<file path="config.mk">
export PLATFORM = sky130hd
export DESIGN_NAME = lc3_mem_io_ctrl
export DESIGN_NICKNAME = d
export VERILOG_FILES = /design/src/rtl/lc3_mem_io_ctrl.sv
export SDC_FILE = /design/constraint.sdc
export NUM_CORES = 1
export LEC_CHECK = 0
export ABC_AREA = 1
export CAP_MARGIN = 20
export CELL_PAD_IN_SITES_DETAIL_PLACEMENT = 0
export CELL_PAD_IN_SITES_GLOBAL_PLACEMENT = 1
export CORE_ASPECT_RATIO = 0.75
export CORE_MARGIN = 5
export CORE_UTILIZATION = 32
export DETAILED_ROUTE_END_ITERATION = 10
export HOLD_SLACK_MARGIN = 0.1
export PLACE_DENSITY_LB_ADDON = 0.1
export SLEW_MARGIN = 15
export SYNTH_ARGS = -nofsm -noshare
export SYNTH_HDL_FRONTEND = slang
export SYNTH_SLANG_ARGS = --single-unit
</file>
<file path="constraint.sdc">
create_clock -name clk -period 4.1 [get_ports clk]
set_input_delay 0.41 -clock clk [delete_from_list [all_inputs] [get_ports clk]]
set_output_delay 0.41 -clock clk [all_outputs]
set_load 0.05 [all_outputs]
</file>
<file path="src/rtl/lc3_mem_io_ctrl.sv">
// LC-3 memory address control and memory-mapped I/O (KBSR/KBDR/DSR/DDR) stage.
// Optional keyboard interrupt enabled by defining LC3_KB_INT_EN.
module lc3_mem_io_ctrl #(
    parameter int          MEM_WAIT  = 2,
    parameter logic [15:0] KBSR_ADDR = 16'hFE00,
    parameter logic [15:0] KBDR_ADDR = 16'hFE02,
    parameter logic [15:0] DSR_ADDR  = 16'hFE04,
    parameter logic [15:0] DDR_ADDR  = 16'hFE06
) (
    input  logic        clk,
    input  logic        reset,
    input  logic [15:0] MAR,
    input  logic [15:0] MDR,
    input  logic        MIOEN,
    input  logic        RW,
    output logic        R,
    output logic [15:0] rdata,
    output logic        mem_en,
    output logic        mem_we,
    output logic [15:0] mem_addr,
    output logic [15:0] mem_wdata,
    input  logic [15:0] mem_rdata,
    input  logic        kb_valid,
    input  logic [7:0]  kb_data,
    output logic        kb_ready,
    output logic        disp_valid,
    output logic [7:0]  disp_data,
    input  logic        disp_ready,
    output logic        INT
);

    localparam int CW = (MEM_WAIT < 2) ? 1 : $clog2(MEM_WAIT + 1);
    localparam logic [CW-1:0] WAIT_LAST = CW'(MEM_WAIT);

    typedef enum logic [1:0] {IDLE, MEM, DONE} state_t;

    state_t        state;
    logic [CW-1:0] wait_cnt;
    logic          rw_q;
    logic          kbsr15;
    logic          kbsr14;
    logic [7:0]    kbdr;
    logic          dsr15;
    logic [15:0]   io_rdata;
    logic          is_io;

    assign kb_ready = ~kbsr15;
    assign is_io    = (MAR[15:9] == 7'h7F);

    // Read value of the addressed I/O register, sampled as the access is accepted.
    always_comb begin
        io_rdata = 16'h0000;
        if (MAR == KBSR_ADDR)
            io_rdata = {kbsr15, kbsr14, 14'b0};
        else if (MAR == KBDR_ADDR)
            io_rdata = {8'b0, kbdr};
        else if (MAR == DSR_ADDR)
            io_rdata = {dsr15, 15'b0};
    end

    // Access FSM plus keyboard/display register state; I/O side effects land in DONE.
    always_ff @(posedge clk) begin
        if (reset) begin
            state      <= IDLE;
            wait_cnt   <= '0;
            rw_q       <= 1'b0;
            R          <= 1'b0;
            rdata      <= 16'h0000;
            mem_en     <= 1'b0;
            mem_we     <= 1'b0;
            mem_addr   <= 16'h0000;
            mem_wdata  <= 16'h0000;
            kbsr15     <= 1'b0;
            kbdr       <= 8'h00;
            dsr15      <= 1'b1;
            disp_valid <= 1'b0;
            disp_data  <= 8'h00;
        end else begin
            R <= 1'b0;
            if (disp_valid && disp_ready) begin
                disp_valid <= 1'b0;
                dsr15      <= 1'b1;
            end
            case (state)
                IDLE: begin
                    if (MIOEN) begin
                        mem_addr  <= MAR;
                        mem_wdata <= MDR;
                        rw_q      <= RW;
                        if (is_io) begin
                            state <= DONE;
                            R     <= 1'b1;
                            if (!RW)
                                rdata <= io_rdata;
                        end else begin
                            state    <= MEM;
                            mem_en   <= 1'b1;
                            mem_we   <= RW;
                            wait_cnt <= CW'(1);
                        end
                    end
                end
                MEM: begin
                    if (wait_cnt == WAIT_LAST) begin
                        if (!rw_q)
                            rdata <= mem_rdata;
                        mem_en <= 1'b0;
                        mem_we <= 1'b0;
                        R      <= 1'b1;
                        state  <= DONE;
                    end else begin
                        wait_cnt <= wait_cnt + CW'(1);
                    end
                end
                DONE: begin
                    state <= IDLE;
                    if (!rw_q && mem_addr == KBDR_ADDR)
                        kbsr15 <= 1'b0;
                    if (rw_q && mem_addr == DDR_ADDR) begin
                        disp_data  <= mem_wdata[7:0];
                        dsr15      <= 1'b0;
                        disp_valid <= 1'b1;
                    end
                end
                default: state <= IDLE;
            endcase
            if (kb_valid && kb_ready) begin
                kbdr   <= kb_data;
                kbsr15 <= 1'b1;
            end
        end
    end

`ifdef LC3_KB_INT_EN
    // Interrupt enable bit and registered interrupt request.
    always_ff @(posedge clk) begin
        if (reset) begin
            kbsr14 <= 1'b0;
            INT    <= 1'b0;
        end else begin
            if (state == DONE && rw_q && mem_addr == KBSR_ADDR)
                kbsr14 <= mem_wdata[14];
            INT <= kbsr15 & kbsr14;
        end
    end
`else
    assign kbsr14 = 1'b0;
    assign INT    = 1'b0;
`endif

endmodule

</file>
After elaboration in Yosys (flattened, before gate mapping)
Cells that the tools add are included.
Word-level totals
  logic and storage cells: 85
  bits of input ports: 62
  register bits after elaboration: 75
Cells by class
  muxes and demuxes: 37
  bitwise logic cells: 1
  eq/ne operators: 16
  reductions and logical operators: 16
  $add $sub $neg: 1
Operator list (count)
  $mux 16: 8
  $eq 16x16->1 const B: 5
  $pmux 16 s2: 1
  $mux 1: 17
  $ne 2x2->1 const B: 7
  $mux 2: 6
  $pmux 2 s2: 2
  $reduce_and 2->1: 4
  $reduce_and 4->1: 2
  $eq 7x7->1 const B: 1
  $pmux 1 s2: 3
  $reduce_and 6->1: 1
  $reduce_bool 2->1: 3
  $eq 2x2->1 const B: 2
  $logic_and 1x1->1: 4
  $add 2x1->2 const B: 1
  $eq 2x1->1 const B: 1
  $logic_not 2->1: 1
  $logic_not 1->1: 1
  $not 1->1: 1

Longest topological paths before layout
Gate-level depths: netlist of run 1.
  depth after elaboration: 8
  depth in mapped cells: 9

Least setup slack after synthesis of run 1
Ideal clock, no wire load.
  path type: reg2reg
  start point: reg mem_addr[14]
  end point: reg dsr15
  slack: 2.608 ns
  clock period less this slack: 1.492 ns
  data required time: 3.981 ns
  library setup time: 0.119 ns
  cell stages (with the launch flop): 7
  arrival: 1.373 ns
  path through: dfxtp_1 -> nand4_1 -> nor2_1 -> nand3_2 -> buf_6 -> o21ai_0 -> nand2_1
Between the ends
  cells in the longest elaborated chain, start to end: 4
Ends and longest elaborated chain
  start, declared: RTL line 20  | output logic [15:0] mem_addr,
  start signal, assigned: RTL line 71  | mem_addr <= 16'h0000;
  start signal, assigned: RTL line 87  | mem_addr <= MAR;
  $eq 16x16->1: RTL line 119  | if (rw_q && mem_addr == DDR_ADDR) begin
  $logic_and 1x1->1: RTL line 119
  $mux 1: RTL line 119
  $mux 1: RTL line 84  | case (state)
  end signal, assigned: RTL line 75  | dsr15 <= 1'b1;
  end signal, assigned: RTL line 82  | dsr15 <= 1'b1;
  end signal, assigned: RTL line 121  | dsr15 <= 1'b0;
  end, declared: RTL line 43  | logic dsr15;
Every way passes these cells.
A chain may end at the register's enable or synchronous reset.

Final worst setup path of run 1
  start point: reg mem_addr[4]
  end point: out mem_addr[4]
No word-level cell between the ends.

==> results of run 1 <==
==> final timing paths <==
check,start,end,slack (ns),cells after the start
worst max-delay path,mem_addr[4]$_SDFFE_PP0P_,mem_addr[4],2.13,1
worst min-delay path,disp_data[2]$_SDFFE_PP0P_,disp_data[2]$_SDFFE_PP0P_,0.44,2
worst max register to register,wait_cnt[0]$_SDFFE_PP0P_,rdata[8]$_SDFFE_PP0P_,2.27,8
worst min register to register,disp_data[2]$_SDFFE_PP0P_,disp_data[2]$_SDFFE_PP0P_,0.44,2
==> power by group <==
part	switching (uW)	internal, uW	total [uW]
combinational	230	146	376
sequential	29.6	773	802
clock	289	609	898
==> per-layer routing <==
| layer | share of wire (%) | GRT usage (%) | up-vias | routed length, um |
|---|---|---|---|---|
| met3 | 6.6 | 5.45 | 4 | 579 |
| li1 | - | - | 1551 | - |
| met4 | 0.52 | 4.57 | 0 | 45 |
| met5 | 0 | 0 | - | 0 |
| met2 | 44 | 22.9 | 81 | 3840 |
| met1 | 49 | 20.9 | 1273 | 4240 |
==> flip-flops by register name (all words and copies together), names as in the netlist, 2 cells and up <==
name,cells
state,2
kbdr,8
disp_data,8
mem_addr,16
wait_cnt,2
mem_wdata,16
rdata,16
==> cells in the final DEF (no fill, tap or decap), types with 2 or more instances in the layout <==
cell,instances
a21oi_1,43
buf_4,3
bufinv_16,3
clkbuf_16,9
clkdlybuf4s50_1,122
clkinv_2,2
dfxtp_1,75
inv_1,35
inv_2,3
nand2_1,43
nand3_1,13
nand4_1,5
nor2_1,100
nor2_2,5
o21ai_0,52
o21ai_1,4
==> cell families (layout without fill, tap and decap cells) <==
kind of cell             count (synthesis)  count (layout)  synth area share (%)
AND/OR/NAND/NOR                        175             175                  25.1
other                                    1               1                 0.123
AO/OA/AOI/OAI                          100             100                  16.5
adder cells (fa/ha/maj)                  1               1                 0.411
flip-flops                              75              75                  49.3
buffers and inverters                   58             180                  8.58
==> cell usage after synthesis <==
| cell type | count |
|---|---|
| a21oi_1 | 43 |
| buf_2 | 5 |
| buf_4 | 3 |
| buf_6 | 3 |
| clkbuf_1 | 7 |
| clkbuf_2 | 1 |
| conb_1 | 1 |
| dfxtp_1 | 75 |
| ha_1 | 1 |
| inv_1 | 35 |
| inv_2 | 3 |
| inv_4 | 1 |
| nand2_1 | 43 |
| nand2_4 | 1 |
| nand3_1 | 13 |
| nand3_2 | 1 |
| nand3b_2 | 1 |
| nand4_1 | 5 |
| nor2_1 | 100 |
| nor2_2 | 5 |
| nor2_4 | 1 |
| nor3_1 | 1 |
| nor3_2 | 1 |
| nor3_4 | 1 |
| nor3b_4 | 1 |
| o211ai_1 | 1 |
| o21ai_0 | 52 |
| o21ai_1 | 4 |
| or2_2 | 1 |
==> metrics by stage <==
stage / instance area, um^2 / cells / hold slack [ns]
floorplan: 3050 / 410 / 0.443
global placement: 4340 / 644 / 0.433
detailed placement: 4340 / 644 / 0.435
CTS: 4680 / 660 / 0.444
global route: 4680 / 660 / 0.467
finish: 4680 / 660 / 0.440
==> final cells by class <==
| cell class | count | area share (%) |
|---|---|---|
| clock buffer | 11 | 5.19 |
| clock inverter | 5 | 2.14 |
| inverter | 39 | 3.18 |
| multi-input combinational | 277 | 27.4 |
| sequential | 75 | 32.1 |
| tap | 128 | 3.42 |
| timing repair buffer | 125 | 26.6 |
==> metrics.md, run 1 <==
| Metric | Value |
|---|---|
| Tightest Pin Transition | 0.615 ns |
| Crit path kind | reg2out |
| # rows | 30 |
| Critical-path cell list | clkdlybuf4s50_1 |
| Pwr Density | 444 mW/mm^2 |
| Crit Path Max Fanout | 3 |
| Register area share after synthesis | 49.3% |
| Die area | ~0.012 mm^2 |
| Clock skew | 0.00404 ns |
| Final core utilization | 51.1% |
| Overall power | 2080 uW |
| Final setup fails | 0 |
| Initial antenna violation count | 0 |
| Vias per cell | ~4.4 |
| Vias in the first global route | 2,796 |
| Status | finished clean |
| Layout cells sized above 1 | under 10% |
| Startpoint Class | flip-flop |
| Detailed Route WL | about 8700 um |
| Synthesized net count | 473 |
| Seq cells post-synth | 75 |
| Syn Inst Count | a little over 400 |
| Share of the synthesized area in the top cell type | 49.3% |
| Postcts setup bufs | 0 |
| Area of the multi-input gates | between 0.001 and 0.0015 mm^2 |
| Fin Setup TNS | 0 ns |
| Yosys warnings | 0 |
| Sink Count | 75 |
| First-pass GRT wire length | 14,000 um |
| Largest net degree at the start of global routing | 36 |
| Grt total ovfl | 0 |
| Clk buf depth | 2 |
| # Max-Cap Violations | 0 |
| GP Congestion | between 0.7 and 0.8 |
| Synth area leader | dfxtp_1 |
| Rel. slew slack | 58.9% |
| Clk pin slew, worst setup/hold paths | 0.06 ns |
| Remaining antenna violation count | 0 |
| Final min period | 1.97 ns |
| Area Overhead vs Synth | 53.6% |
| Gr usage total | between 10% and 20% |
| Diodes inserted | 0 |
| Crit path buffers/inverters | 1 |
| Fillcell total | 905 |
| Hold WC Path Type | reg2reg |
| Post_cts resized | 0 |
| RSZ-0062 raised after global routing | no |
| Req. time, crit path | 3.69 ns |
| CTS tree | yes |
| Final net count | 590 |
| Via Count | approximately 2.9k |
| CP Capture Type | output pin |
| Die height | about 95 um |
| H-tree depth | 3 |
| Synth area leaders | dfxtp_1 49%, nor2_1 12%, o21ai_0 8.5%, a21oi_1 7.1%, nand2_1 5.3% |
| Wire per inst | between 10 and 15 um |
| # IOs | between 100 and 150 |
| Latest clock arrival within the worst-skew pair | ~0.33 ns |
| Cell Area, Synth | 0.00305 mm^2 |
| Fmax achieved | about 500 MHz |
| Slowest-stage cell, CP | clkdlybuf4s50_1 |
| Final Hold Viols | 0 |
| # port buffers | about 120 |
| Router iterations before antenna repair | 4 |
| Hold buffers post-CTS | 0 |
| CTS Buf Count | 9 |
| DRC | 0 |
| Final WS setup | 2.13 ns |
| Die Wd | 123 um |
| CP max stage delay | 0.83 ns |
| Pleak | 0.00190 uW |
| Detailed placer's ending HPWL | about 6500 um |
| Post-synthesis cell type count | 29 |
| Core Area | about 0.0092 mm^2 |
| 1st-iter DRT viols | 130 |
| Peak supply drop | 215 uV |
| CTS Root Cell | clkbuf_16 |
| Register area | 0.00150 mm^2 |
| Arrival @ worst endpoint | roughly 1.6 ns |
| Pre-CTS WS | 1.84 ns |
| Slew Viols, Final | 0 |
| Top delay family on crit path | buffers and inverters |
| Starting Density | 33.3% |
| Syn_area_per_cell | 7.43 um^2 |
| Period utilization | 48.1% |
Note: power is estimated with default switching activity, not from simulation.
==> run 2, diff against run 1 <==
--- a/config.mk
+++ b/config.mk
@@ -11,7 +11,7 @@
 export CELL_PAD_IN_SITES_GLOBAL_PLACEMENT = 1
 export CORE_ASPECT_RATIO = 0.75
 export CORE_MARGIN = 5
-export CORE_UTILIZATION = 32
+export CORE_UTILIZATION = 27
 export DETAILED_ROUTE_END_ITERATION = 10
 export HOLD_SLACK_MARGIN = 0.1
 export PLACE_DENSITY_LB_ADDON = 0.1
==> constraint.sdc (replaced) <==
create_clock -name clk -period 1.8 [get_ports clk]
set_input_delay 0.18 -clock clk [delete_from_list [all_inputs] [get_ports clk]]
set_output_delay 0.18 -clock clk [all_outputs]
set_load 0.05 [all_outputs]
==> metrics.md, run 2 (synthesis results as in run 1) <==
| Metric | Value |
|---|---|
| First-pass GRT wire length | 14,500 um |
| # IOs | 124 |
| H-tree depth | 3 |
| Final setup fails | 0 |
| Most common cell after layout, fill and taps aside | clkdlybuf4s50_1 |
| CTS Buf Count | 9 |
| Final net count | between 500 and 600 |
| Rel. slew slack | 65.0% |
| Status | finished clean |
| Initial antenna violation count | 0 |
| Pre-CTS WS | -0.143 ns |
| Area of the multi-input gates | ~0.0013 mm^2 |
| Req. time, crit path | 1.62 ns |
| Largest net degree at the start of global routing | 42 |
| Area Overhead vs Synth | 55.6% |
| Detailed placer's ending HPWL | 6750 um |
| CP Capture Type | output pin |
| Fillcell total | between 1k and 1.5k |
| R2R Path Start | wait_cnt[0]$_SDFFE_PP0P_ |
| Final WS setup | between 0.1 and 0.15 ns |
| Sink Count | 75 |
| # Max-Cap Violations | 0 |
| Clk pin slew, worst setup/hold paths | ~0.05 ns |
| Clock skew | around 0.0055 ns |
| RSZ-0062 raised after global routing | no |
| Vias in the first global route | 2,802 |
| Crit path buffers/inverters | 1 |
| Starting Density | between 20 and 30% |
| Crit path kind | reg2out |
| Hold WC Path Type | in2reg |
| Clk buf depth | 2 |
| Pleak | between 0.0015 and 0.002 uW |
| CTS tree | yes |
| Die area | 0.0135 mm^2 |
| Router iterations before antenna repair | 4 |
| Final min period | 1.70 ns |
| Critical-path cell list | clkdlybuf4s50_1 |
| Final Hold Viols | 0 |
| Register area | 0.00150 mm^2 |
| Remaining antenna violation count | 0 |
| Via Count | 2,971 |
| Peak supply drop | 431 uV |
| Die Wd | 133 um |
| Top delay family on crit path | buffers and inverters |
| Slowest-stage cell, CP | clkdlybuf4s50_1 |
| Pwr Density | 971 mW/mm^2 |
| Final core utilization | 43.2% |
| Core Area | roughly 0.011 mm^2 |
| Postcts setup bufs | 0 |
| Critical path origin | mem_wdata[4]$_SDFFE_PP0P_ |
| Detailed Route WL | about 9200 um |
| 1st-iter DRT viols | approximately 140 |
| CTS Root Cell | clkbuf_16 |
| Layout cells sized above 1 | 8.16% |
| Slew Viols, Final | 0 |
| Startpoint Class | flip-flop |
| Commonest cells after routing, fill and taps aside | 116 x clkdlybuf4s50_1, 100 x nor2_1, 75 x dfxtp_1, 52 x o21ai_0 |
| CP max stage delay | approximately 0.83 ns |
| Die height | approximately 100 um |
| Hold buffers post-CTS | 0 |
| Gr usage total | 13.6% |
| DRC | 0 |
| Fmax achieved | between 500 and 600 MHz |
| Grt total ovfl | 0 |
| Arrival @ worst endpoint | approximately 1.5 ns |
| Worst Min Path Start | RW |
| GP Congestion | 0.749 |
| Top flop regs | mem_addr (16), mem_wdata (16), rdata (16) |
| Diodes inserted | 0 |
| Period utilization | 94.4% |
| Vias per cell | 4.38 |
| # port buffers | 122 |
| Latest clock arrival within the worst-skew pair | between 0.3 and 0.4 ns |
| Tightest Pin Transition | 0.523 ns |
| # rows | 33 |
| Wire per inst | 13.6 um |
| Crit Path Max Fanout | 3 |
==> run 2: changes by cell type in the layout (fill, tap and decap cells not counted), sizes merged <==
cell	previous run	this run
clkdlybuf4s50	122	116
clkinvlp	0	1
bufinv	3	2
buf	3	12
nor2	106	107
dlymetal6s2s	0	3
==> run 2: worst paths after layout <==
check / end / slack (ns) / cells past startpoint
min: mem_we$_SDFFE_PP0P_ / 0.44 / 3
max: mem_wdata[4] / 0.10 / 1
min reg2reg: disp_data[0]$_SDFFE_PP0P_ / 0.44 / 2
max reg2reg: rdata[9]$_SDFFE_PP0P_ / 0.23 / 8
==> run 2: stage by stage <==
step           hold WS (ns)  area, um^2  cells  total power (uW)  TNS, ns
6_report              0.441        4740    679              4600        0
5_1_grt               0.463        4740    679              4810        0
3_5_place_dp          0.435        4420    662              2750   -0.914
2_1_floorplan         0.327        3050    410              2370        0
3_3_place_gp          0.430        4420    662              2750   -0.824
4_1_cts               0.429        4730    678              4680        0
==> run 2: power breakdown <==
group | total, uW | leakage [uW] | internal (uW) | switching, uW
Combinational | 872 | 0.00120 | 346 | 527
Sequential | 1830 | 0.000615 | 1760 | 70.3
Clock | 1900 | 0.000150 | 1210 | 689
Total | 4600 | 0.00196 | 3320 | 1290
==> run 2: timing repair <==
action,in CTS,in global routing
resized for setup,0,3
endpoints found under the setup margin,0,10
endpoints found under the hold margin,0,0
==> run 2: per-layer routing <==
layer / global-route usage (%) / vias to the layer above / share of wire, % / routed length, um
met3: 4.63 / 8 / 4.9 / 455
met1: 18.3 / 1316 / 50 / 4590
met5: 0 / - / 0 / 0
met4: 4.55 / 0 / 1.0 / 93
met2: 20.6 / 74 / 44 / 4060
li1: - / 1573 / - / -
==> run 2: final cells by class <==
cell class,count,share of cell area (%)
clock inverter,5,1.64
multi-input combinational,278,27.2
tap,140,3.70
inverter,39,3.14
timing repair buffer,131,27.7
sequential,75,31.7
clock buffer,11,4.91
